**config.mk**
```make
export PLATFORM = sky130hd
export DESIGN_NAME = sobel_mag_initiator
export DESIGN_NICKNAME = d
export VERILOG_FILES = /design/src/rtl/sobel_mag_initiator.sv
export SDC_FILE = /design/constraint.sdc
export NUM_CORES = 1
export LEC_CHECK = 0
export ABC_AREA = 1
export CAP_MARGIN = 0
export CELL_PAD_IN_SITES_DETAIL_PLACEMENT = 0
export CELL_PAD_IN_SITES_GLOBAL_PLACEMENT = 1
export CORE_MARGIN = 3
export CORE_UTILIZATION = 49
export DETAILED_ROUTE_END_ITERATION = 10
export PLACE_DENSITY_LB_ADDON = 0.1
export SKIP_LAST_GASP = 1
export SYNTH_ARGS = -nofsm -noshare
export SYNTH_HDL_FRONTEND = slang
export SYNTH_SLANG_ARGS = --single-unit
```
**constraint.sdc**
```tcl
create_clock -name clk -period 9.19 [get_ports clk]
set_input_delay 2.2975 -clock clk [delete_from_list [all_inputs] [get_ports clk]]
set_output_delay 2.2975 -clock clk [all_outputs]
set_load 0.005 [all_outputs]
```
**src/rtl/sobel_mag_initiator.sv**
```systemverilog
// Sobel front end: loads a 3x3 window serially, computes Gx/Gy, drives the
// magnitude handshake with a stall timeout and hands the result downstream.
module sobel_mag_initiator #(
    parameter int unsigned START_HOLD = 2,
    parameter int unsigned TIMEOUT    = 64,
    parameter int unsigned TO_W       = 7
) (
    input  logic        clk,
    input  logic        rst_n,
    input  logic [7:0]  pix_in,
    input  logic        pix_valid,
    output logic        pix_ready,
    output logic [10:0] gx,
    output logic [10:0] gy,
    output logic        mag_start,
    input  logic        mag_valid,
    input  logic [7:0]  mag_in,
    output logic [7:0]  out_pix,
    output logic        out_valid,
    input  logic        out_ready,
    output logic        timeout_err,
    output logic        busy
);
    localparam int unsigned HW = $clog2(START_HOLD + 1);

    typedef enum logic [2:0] {S_LOAD, S_CALC, S_ISSUE, S_ARM, S_WAIT, S_OUTPUT} state_e;

    state_e          state_q, state_d;
    logic [3:0]      cnt_q, cnt_d;
    logic [7:0]      win_q [9];
    logic [7:0]      win_d [9];
    logic [10:0]     gx_q, gx_d, gy_q, gy_d;
    logic [TO_W-1:0] to_q, to_d;
    logic [HW-1:0]   hold_q, hold_d;
    logic [7:0]      out_pix_q, out_pix_d;
    logic            terr_q, terr_d;
    logic            pix_ready_q, pix_ready_d;
    logic            mag_start_q, mag_start_d;
    logic            out_valid_q, out_valid_d;
    logic            busy_q, busy_d;
    logic [10:0]     gx_pos, gx_neg, gy_pos, gy_neg;

    // Pixels zero-extended; 11-bit wraparound subtraction yields two's complement.
    always_comb begin
        gx_pos = {3'b0, win_q[2]} + {2'b0, win_q[5], 1'b0} + {3'b0, win_q[8]};
        gx_neg = {3'b0, win_q[0]} + {2'b0, win_q[3], 1'b0} + {3'b0, win_q[6]};
        gy_pos = {3'b0, win_q[6]} + {2'b0, win_q[7], 1'b0} + {3'b0, win_q[8]};
        gy_neg = {3'b0, win_q[0]} + {2'b0, win_q[1], 1'b0} + {3'b0, win_q[2]};
    end

    always_comb begin
        state_d   = state_q;
        cnt_d     = cnt_q;
        win_d     = win_q;
        gx_d      = gx_q;
        gy_d      = gy_q;
        to_d      = to_q;
        hold_d    = hold_q;
        out_pix_d = out_pix_q;
        terr_d    = terr_q;
        case (state_q)
            S_LOAD: begin
                if (pix_valid && pix_ready_q) begin
                    for (int unsigned i = 0; i < 9; i++) begin
                        if (cnt_q == 4'(i)) win_d[i] = pix_in;
                    end
                    if (cnt_q == 4'd8) begin
                        cnt_d   = '0;
                        state_d = S_CALC;
                    end else begin
                        cnt_d = cnt_q + 4'd1;
                    end
                end
            end
            S_CALC: begin
                gx_d    = gx_pos - gx_neg;
                gy_d    = gy_pos - gy_neg;
                hold_d  = '0;
                state_d = S_ISSUE;
            end
            S_ISSUE: begin
                if (hold_q == HW'(START_HOLD - 1)) state_d = S_ARM;
                else hold_d = hold_q + 1'b1;
            end
            S_ARM: begin
                to_d    = '0;
                state_d = S_WAIT;
            end
            S_WAIT: begin
                if (mag_valid) begin
                    out_pix_d = mag_in;
                    state_d   = S_OUTPUT;
                end else if (to_q == TO_W'(TIMEOUT - 1)) begin
                    out_pix_d = '0;
                    terr_d    = 1'b1;
                    state_d   = S_OUTPUT;
                end else begin
                    to_d = to_q + 1'b1;
                end
            end
            S_OUTPUT: begin
                if (out_ready) state_d = S_LOAD;
            end
            default: state_d = S_LOAD;
        endcase
        // Handshake outputs are registered from the next state so they are glitch-free.
        pix_ready_d = (state_d == S_LOAD);
        mag_start_d = (state_d == S_ISSUE);
        out_valid_d = (state_d == S_OUTPUT);
        busy_d      = (state_d != S_LOAD);
    end

    always_ff @(posedge clk or negedge rst_n) begin
        if (!rst_n) begin
            state_q     <= S_LOAD;
            cnt_q       <= '0;
            for (int unsigned i = 0; i < 9; i++) win_q[i] <= '0;
            gx_q        <= '0;
            gy_q        <= '0;
            to_q        <= '0;
            hold_q      <= '0;
            out_pix_q   <= '0;
            terr_q      <= 1'b0;
            pix_ready_q <= 1'b0;
            mag_start_q <= 1'b0;
            out_valid_q <= 1'b0;
            busy_q      <= 1'b0;
        end else begin
            state_q     <= state_d;
            cnt_q       <= cnt_d;
            win_q       <= win_d;
            gx_q        <= gx_d;
            gy_q        <= gy_d;
            to_q        <= to_d;
            hold_q      <= hold_d;
            out_pix_q   <= out_pix_d;
            terr_q      <= terr_d;
            pix_ready_q <= pix_ready_d;
            mag_start_q <= mag_start_d;
            out_valid_q <= out_valid_d;
            busy_q      <= busy_d;
        end
    end

    assign pix_ready   = pix_ready_q;
    assign gx          = gx_q;
    assign gy          = gy_q;
    assign mag_start   = mag_start_q;
    assign out_pix     = out_pix_q;
    assign out_valid   = out_valid_q;
    assign timeout_err = terr_q;
    assign busy        = busy_q;
endmodule

```
# --- Word level (Yosys, flattened, before mapping) ---
# Index checks and enable logic that the tools add are counted.
word_totals:
  reg_bits: 115
  inputBits: 21
  out_inout_bits: 35
  wordCells: 89
classes:
  add_sub_neg: 13
  eq_ne: 19
  muxes: 15
  bitwise_logic: 1
  n_reduce_logical: 21
ops:
  columns: ["cell", "n"]
  rows:
  - ["10-bit by 8-bit adder with 11-bit output", 4]
  - ["8-bit by 9-bit adder with 10-bit output", 4]
  - ["3-bit AND reduction", 10]
  - ["11-bit subtractor", 2]
  - ["3-bit 2-to-1 mux", 6]
  - ["3-bit one-hot mux with 6 select lines", 1]
  - ["8-bit 2-to-1 mux", 2]
  - ["7-bit 2-to-1 mux", 2]
  - ["7-bit one-hot mux with 2 select lines", 1]
  - ["4-bit by 3-bit equality test with 1-bit output, second input constant", 3]
  - ["3-bit by 2-bit equality test with 1-bit output, second input constant", 3]
  - ["3-bit equality test, second input constant", 3]
  - ["4-bit by 2-bit equality test with 1-bit output, second input constant", 2]
  - ["7-bit by 1-bit adder with 7-bit output, second input constant", 1]
  - ["7-bit by 6-bit equality test with 1-bit output, second input constant", 1]
  - ["3-bit logical NOT", 2]
  - ["2-bit != test, second input constant", 3]
  - ["2-bit AND reduction", 3]
  - ["2-bit nonzero test", 3]
  - ["4-bit by 1-bit adder with 4-bit output, second input constant", 1]
  - ["4-bit by 1-bit equality test with 1-bit output, second input constant", 1]
  - ["4-bit equality test, second input constant", 1]
  - ["4-bit logical NOT", 1]
  - ["4-bit 2-to-1 mux", 1]
  - ["8 further kinds", 8]

# --- Depth between registers and ports, before layout ---
# Gate-level depths: netlist of run 1.
logic_depth:
  ltp_word: 5
  mapped_depth: 18
  depth_no_buf: 18

# --- Worst setup path after synthesis of run 1 ---
# Ideal clock, no wire load.
synth_timing:
  path_type: "input -> register"
  from: "input pix_valid"
  to: "register win_q[15] in the netlist's numbering"
  setup_ps: 127
  t_arrival_ps: 3184
  t_required_ps: 9063
  slack_ps: 5879
  path_stages: 5
  n_path_buf: 1
  cell_sequence: "nand2_1 nand3b_2 nor3_4 buf_4 o21ai_0"
synth_between:
  elab_chain_len: 2
synth_rtl:
  columns: ["item", "line", "text"]
  rows:
  - ["from (decl)", "11", "input logic pix_valid,"]
  - ["1-bit logical AND", "63", "if (pix_valid && pix_ready_q) begin"]
  - ["3-bit AND reduction (no line)", null, null]
  - ["to (signal assigned)", "131", "win_q <= win_d;"]
  - ["to (decl)", "30", "logic [7:0] win_q [9];"]
# No other way between the ends.
# A chain may end at the register's enable or synchronous reset.

# --- Worst setup path in the final report of run 1 ---
layout_timing:
  from: "input pix_valid"
  to: "register win_q[12] in the netlist's numbering"
# Same word-level chain as after synthesis.

==> out/metrics.cfg, run 1 <==
[synth]
syn_area_sq_um=7270
synthArstFlopShare_pct=100
synth-edff-count=0
synth_nets=925
synth_top_area_share_pct=39.6
yosysSeqAreaShare_pct=39.6
syn_avg_cell_area_sq_um=8.96
synth_ff_type=dfrtp_1
synth_cells=812
ys_ff_latch=115
yosysWarnings=0
synth_area_leader_cell=dfrtp_1
synthTopCellsByArea=dfrtp_1 40%, fa_1 17%, nand2_1 10%, inv_1 9.7%, ha_1 5.2%
synth_cell_type_count=35

[finish]
final_common_cell=nand2_1
multi_input_area_sq_um=3560
drive_gt1_share_pct=7.92
area_growth_pct=18.0
fin_util_pct=60.4
nets=984
finalInstanceArea_sq_um=8580
fill_cells=1251
final_cell_mix=202 x nand2_1, 188 x inv_1, 115 x dfrtp_1
seq_area_sq_um=2880
diodes=0

[timing]
maxClockFrequency_mhz=265
setup_tns_ns=0
drv_slew=0
finClkSkew_ns=0.00871
relSlewSlack_pct=31.6
finalHoldViolCount=0
tightest_slew_ns=1.03
hold_ws_ns=0.465
rsz0062_at_grt=false
fin_crit_ns=3.78
post-route-period-util_pct=41.1
finalSetupViolCount=0

[global_routing]
grt_pass1_wl_mm=27.3
grt_pass1_vias=5585
antenna_found_initial=0
globalRouteTotalUtil_pct=21.4
grt_overflow_total=0
grt_max_degree=78

[drt]
dr.pass1.iters=5
wirelength_mm=15.9
wire_per_inst_microns=14.9
avgViaCountPerCell=4.96
vias=5273
first_iter_violations=343
drtAntennaViolNets=0
drc_errors=0

[placed_design]
place.port_buffers=55
dp_hpwl_mm=11.8
placed_area_sq_um=7940
gp_congestion=0.814

[clock_network]
cts_inserted_buffers=17
clk_latency_ns=0.41
cts_tree=built
cts_setup_buffers=0
cts.path.max_buffers=2
root_buffer=clkbuf_16
cts_htree_levels=4
clkTransAtPathRegs_ns=0.05
ctsHoldBuffers=0
cts.repair.resized=0
clock-sinks=115

[setup_path]
r2r_setup_slack_ns=5.83
endpoint_kind=flip-flop
critical_path_required_ns=9.44
start_kind=primary input
path_class=primary input to flip-flop
arrival_ns=4.04
critPathMaxFanout=16

[min_path]
hold_class=flip-flop to flip-flop

[job]
max-cap-violations=0

[floorplan]
io_pins=56
start_util_pct=51.2
dieArea_sq_um=16300
rows=43
die_h_microns=128
core_area_sq_um=14200
dieWidth_microns=128

[outcome]
status=completed

## worst max-delay path: stages
cell	delay (ns)
clkdlybuf4s50_1	0.46
nand2_1	0.15
nand3b_2	0.33
nor3_4	0.60
o21ai_0	0.19
## final timing paths
check | from | to | cells after the start
setup / recovery | pix_valid | win_q[12] | 5
hold / removal | timeout_err | timeout_err | 2
setup reg to reg | win_q[50] | gy[9] | 13
hold reg to reg | timeout_err | timeout_err | 2
max in group asynchronous | rst_n | hold_q[0] | 2
min in group asynchronous | rst_n | win_q[26] | 1
## layer usage
metal | vias up | track usage (%) | share of wire, %
met5 | - | 0 | 0
met4 | 0 | 5.62 | 1.3
met3 | 20 | 5.08 | 4.1
met2 | 101 | 36.0 | 50
met1 | 2555 | 27.8 | 45
li1 | 2597 | - | -
## stage by stage
stage	std cells	worst slack (ns)
2_1_floorplan	812	5.88
3_3_place_gp	1032	5.08
3_5_place_dp	1032	5.00
4_1_cts	1064	5.41
5_1_grt	1064	5.25
6_report	1064	5.41
## synth_stat cells, types with 6 or more instances
master	instances
fa_1	62
inv_1	188
buf_2	10
a21oi_1	17
nand2_1	202
o21ai_1	36
nor2_1	16
nand3_1	44
o21ai_2	16
dfrtp_1	115
o21ai_0	27
ha_1	30
nor3_1	6
## final cells by class
cell class | count | area share, %
clock buffer | 23 | 5.69
clock inverter | 9 | 1.75
inverter | 190 | 8.31
multi-input combinational | 490 | 41.5
sequential | 115 | 33.5
tap | 180 | 2.62
timing repair buffer | 57 | 6.56
## cell families after synthesis
| family | count (synthesis) | synth area share [%] |
|---|---|---|
| AND/OR/NAND/NOR | 291 | 18.1 |
| AO/OA/AOI/OAI | 100 | 7.83 |
| flip-flops | 115 | 39.6 |
| adder cells (fa/ha/maj) | 92 | 22.2 |
| XOR/XNOR | 7 | 0.843 |
| buffers and inverters | 207 | 11.4 |
## registers in the layout (all words and copies together), names as in the netlist, 2 cells and up
signal,cells
gx,11
to_q,7
gy,11
cnt_q,4
state_q,3
out_pix,8
hold_q,2
win_q,64
Power of run 1 is left out: the tool's default activity adds up to more than one toggle a clock period on the data nets, which glitch-free logic cannot reach.
==> inputs of run 2 (changes only) <==
CORE_UTILIZATION = 46   (was 49)
clock period = 3.85 ns   (was 9.19 ns; I/O delays follow)
==> run 2 against run 1 <==
Effect of this change: sequential share of layout area about the same; setup slack worse by 4.9 ns; critical path depth grew 9; final area hardly changed; wire length rose by 0.34%; die area rose by 6.2%; sequential cell count is the same; core utilization decreased by 4.4 points; final cell count rose by 3.0%; non-clock buffer count increased by 1; register-to-register slack worse by 5.3 ns; critical path type is now flip-flop to flip-flop.
==> out/metrics.cfg, run 2 (synthesized netlist as in run 1, its figures left out) <==
[setup_path]
start_kind=flip-flop
path_class=flip-flop to flip-flop
critPathMaxFanout=4  ; -12
reg2regPathDepth=14  ; +1
arrival_ns=3.66  ; -0.38 ns
timing.rr.start=win_q[51]
critical_path_required_ns=4.21  ; -5.23 ns
r2r_setup_slack_ns=0.55  ; -5.28 ns
r2r_end=gy[6]
slowest_delay_ns=0.58  ; -0.02 ns
cp_cell_sequence=inv_1, fa_1, fa_1, inv_1, fa_1, inv_1, ha_1, a21oi_1, nand2_1, nand2_1, nand2_1, nand2_1, nand3_1, nand2_1
cpMostUsedCell=nand2_1
endpoint_kind=flip-flop
critPathSlowestCell=fa_1

[clock_network]
root_buffer=clkbuf_16
ctsHoldBuffers=0  ; unchanged
cts_inserted_buffers=17  ; unchanged
clkTransAtPathRegs_ns=0.05  ; about the same
cts.repair.resized=0  ; unchanged
cts.path.max_buffers=2  ; unchanged
clk_latency_ns=0.42  ; about the same
cts_htree_levels=4  ; unchanged
clock-sinks=115  ; unchanged
cts_tree=built
cts_setup_buffers=0  ; unchanged

[timing]
maxClockFrequency_mhz=303
finClkSkew_ns=0.0113  ; +0.00258 ns
finalSetupViolCount=0  ; unchanged
rsz0062_at_grt=false
drv_slew=0  ; unchanged
setup_tns_ns=0  ; unchanged
fin_crit_ns=3.30
finalHoldViolCount=0  ; unchanged
tightest_slew_ns=1.04  ; +0.0103 ns
post-route-period-util_pct=85.8
relSlewSlack_pct=30.9  ; -0.69 points

[drt]
dr.pass1.iters=4  ; -1
wirelength_mm=15.9  ; +0.34%
wire_per_inst_microns=14.5  ; -2.6%
first_iter_violations=224  ; -35%
drc_errors=0  ; unchanged
vias=5202  ; -1.3%
drtAntennaViolNets=0  ; unchanged
avgViaCountPerCell=4.75  ; -4.2%

[global_routing]
globalRouteTotalUtil_pct=20.3  ; -1.0 points
grt_max_degree=78  ; unchanged
grt_pass1_vias=5567  ; -0.32%
grt_pass1_wl_mm=27.8  ; +1.8%
antenna_found_initial=0  ; unchanged
grt_overflow_total=0  ; unchanged

[floorplan]
die_h_microns=132  ; +3.1%
rows=45  ; +4.7%
start_util_pct=47.5  ; -3.7 points
dieArea_sq_um=17400  ; +6.2%
core_area_sq_um=15300  ; +7.8%
io_pins=56  ; unchanged
dieWidth_microns=132  ; +3.1%

[finish]
largest_register_ffs=64  ; unchanged
fill_cells=1429  ; +14%
top_register=win_q
diodes=0  ; unchanged
final_common_cell=nand2_1
final_cell_mix=202 x nand2_1, 188 x inv_1, 115 x dfrtp_1
drive_gt1_share_pct=8.02  ; +0.10 points
area_growth_pct=18.0  ; about the same
nets=985  ; +0.10%

[min_path]
hold_class=flip-flop to flip-flop
worstHoldEndpoint=gx[1]
min_from=gx[1]
hold_path_depth=2  ; unchanged

[job]
max-cap-violations=0  ; unchanged

[placed_design]
dp_hpwl_mm=11.7  ; -0.60%
gp_congestion=0.790  ; -3.0%
place.port_buffers=55  ; unchanged

[outcome]
status=completed

==> run 2: changes by cell type in the layout (fill, tap and decap cells not counted) <==
cell and change:
buf_12 +1, bufinv_16 -1, clkbuf_8 -3, clkinv_2 +5, clkinvlp_4 -1
==> run 2: metal layers <==
metal,vias to the layer above,GRT usage (%),routed length (microns)
met4,0,7.00,354
met1,2529,25.4,6980
met5,-,0,0
met3,24,4.50,451
li1,2590,-,-
met2,59,35.1,8160
==> run 2: per-stage QoR <==
stage | instance area, sq um | hold slack (ns) | worst slack [ns] | instances | utilization, %
detailed placement | 8000 | 0.457 | 0.554 | 1064 | 52.2
floorplan | 7270 | 0.455 | 0.777 | 812 | -
CTS | 8590 | 0.471 | 0.532 | 1096 | 56.1
finish | 8590 | 0.465 | 0.548 | 1096 | 56.1
global placement | 8000 | 0.456 | 0.555 | 1064 | 52.2
global route | 8590 | 0.490 | 0.313 | 1096 | 56.1
==> run 2: worst max-delay path, delay by kind of cell (launching register included) <==
family / cells / cell delay (ns)
AND/OR/NAND/NOR: 6 / 0.53
AO/OA/AOI/OAI: 1 / 0.15
flip-flops: 1 / 0.38
buffers and inverters: 3 / 0.18
adder cells (fa/ha/maj): 4 / 1.98
==> run 2: worst max-delay path by stage <==
stage                     startpoint  depth (start not counted)  slack [ns]      to
after detailed placement   win_q[51]                         14        0.55  gy[10]
final                      win_q[51]                         14        0.55   gy[6]
after floorplan            win_q[50]                         13        0.78   gy[9]
after global routing       win_q[50]                         13        0.31   gy[7]
after CTS                  win_q[50]                         13        0.53   gy[9]
after global placement     win_q[51]                         14        0.55  gy[10]
==> run 2: area by class of cell <==
type | count | area, sq um | area share [%]
clock buffers | 20 | 447 | 5.20
inverters | 190 | 713 | 8.31
clock inverters | 12 | 138 | 1.60
flip-flops and latches | 115 | 2880 | 33.5
well taps | 211 | 264 | 3.07
repair buffers | 58 | 583 | 6.79
multi-input cells | 490 | 3560 | 41.5
Power of run 2 is left out for the same reason.
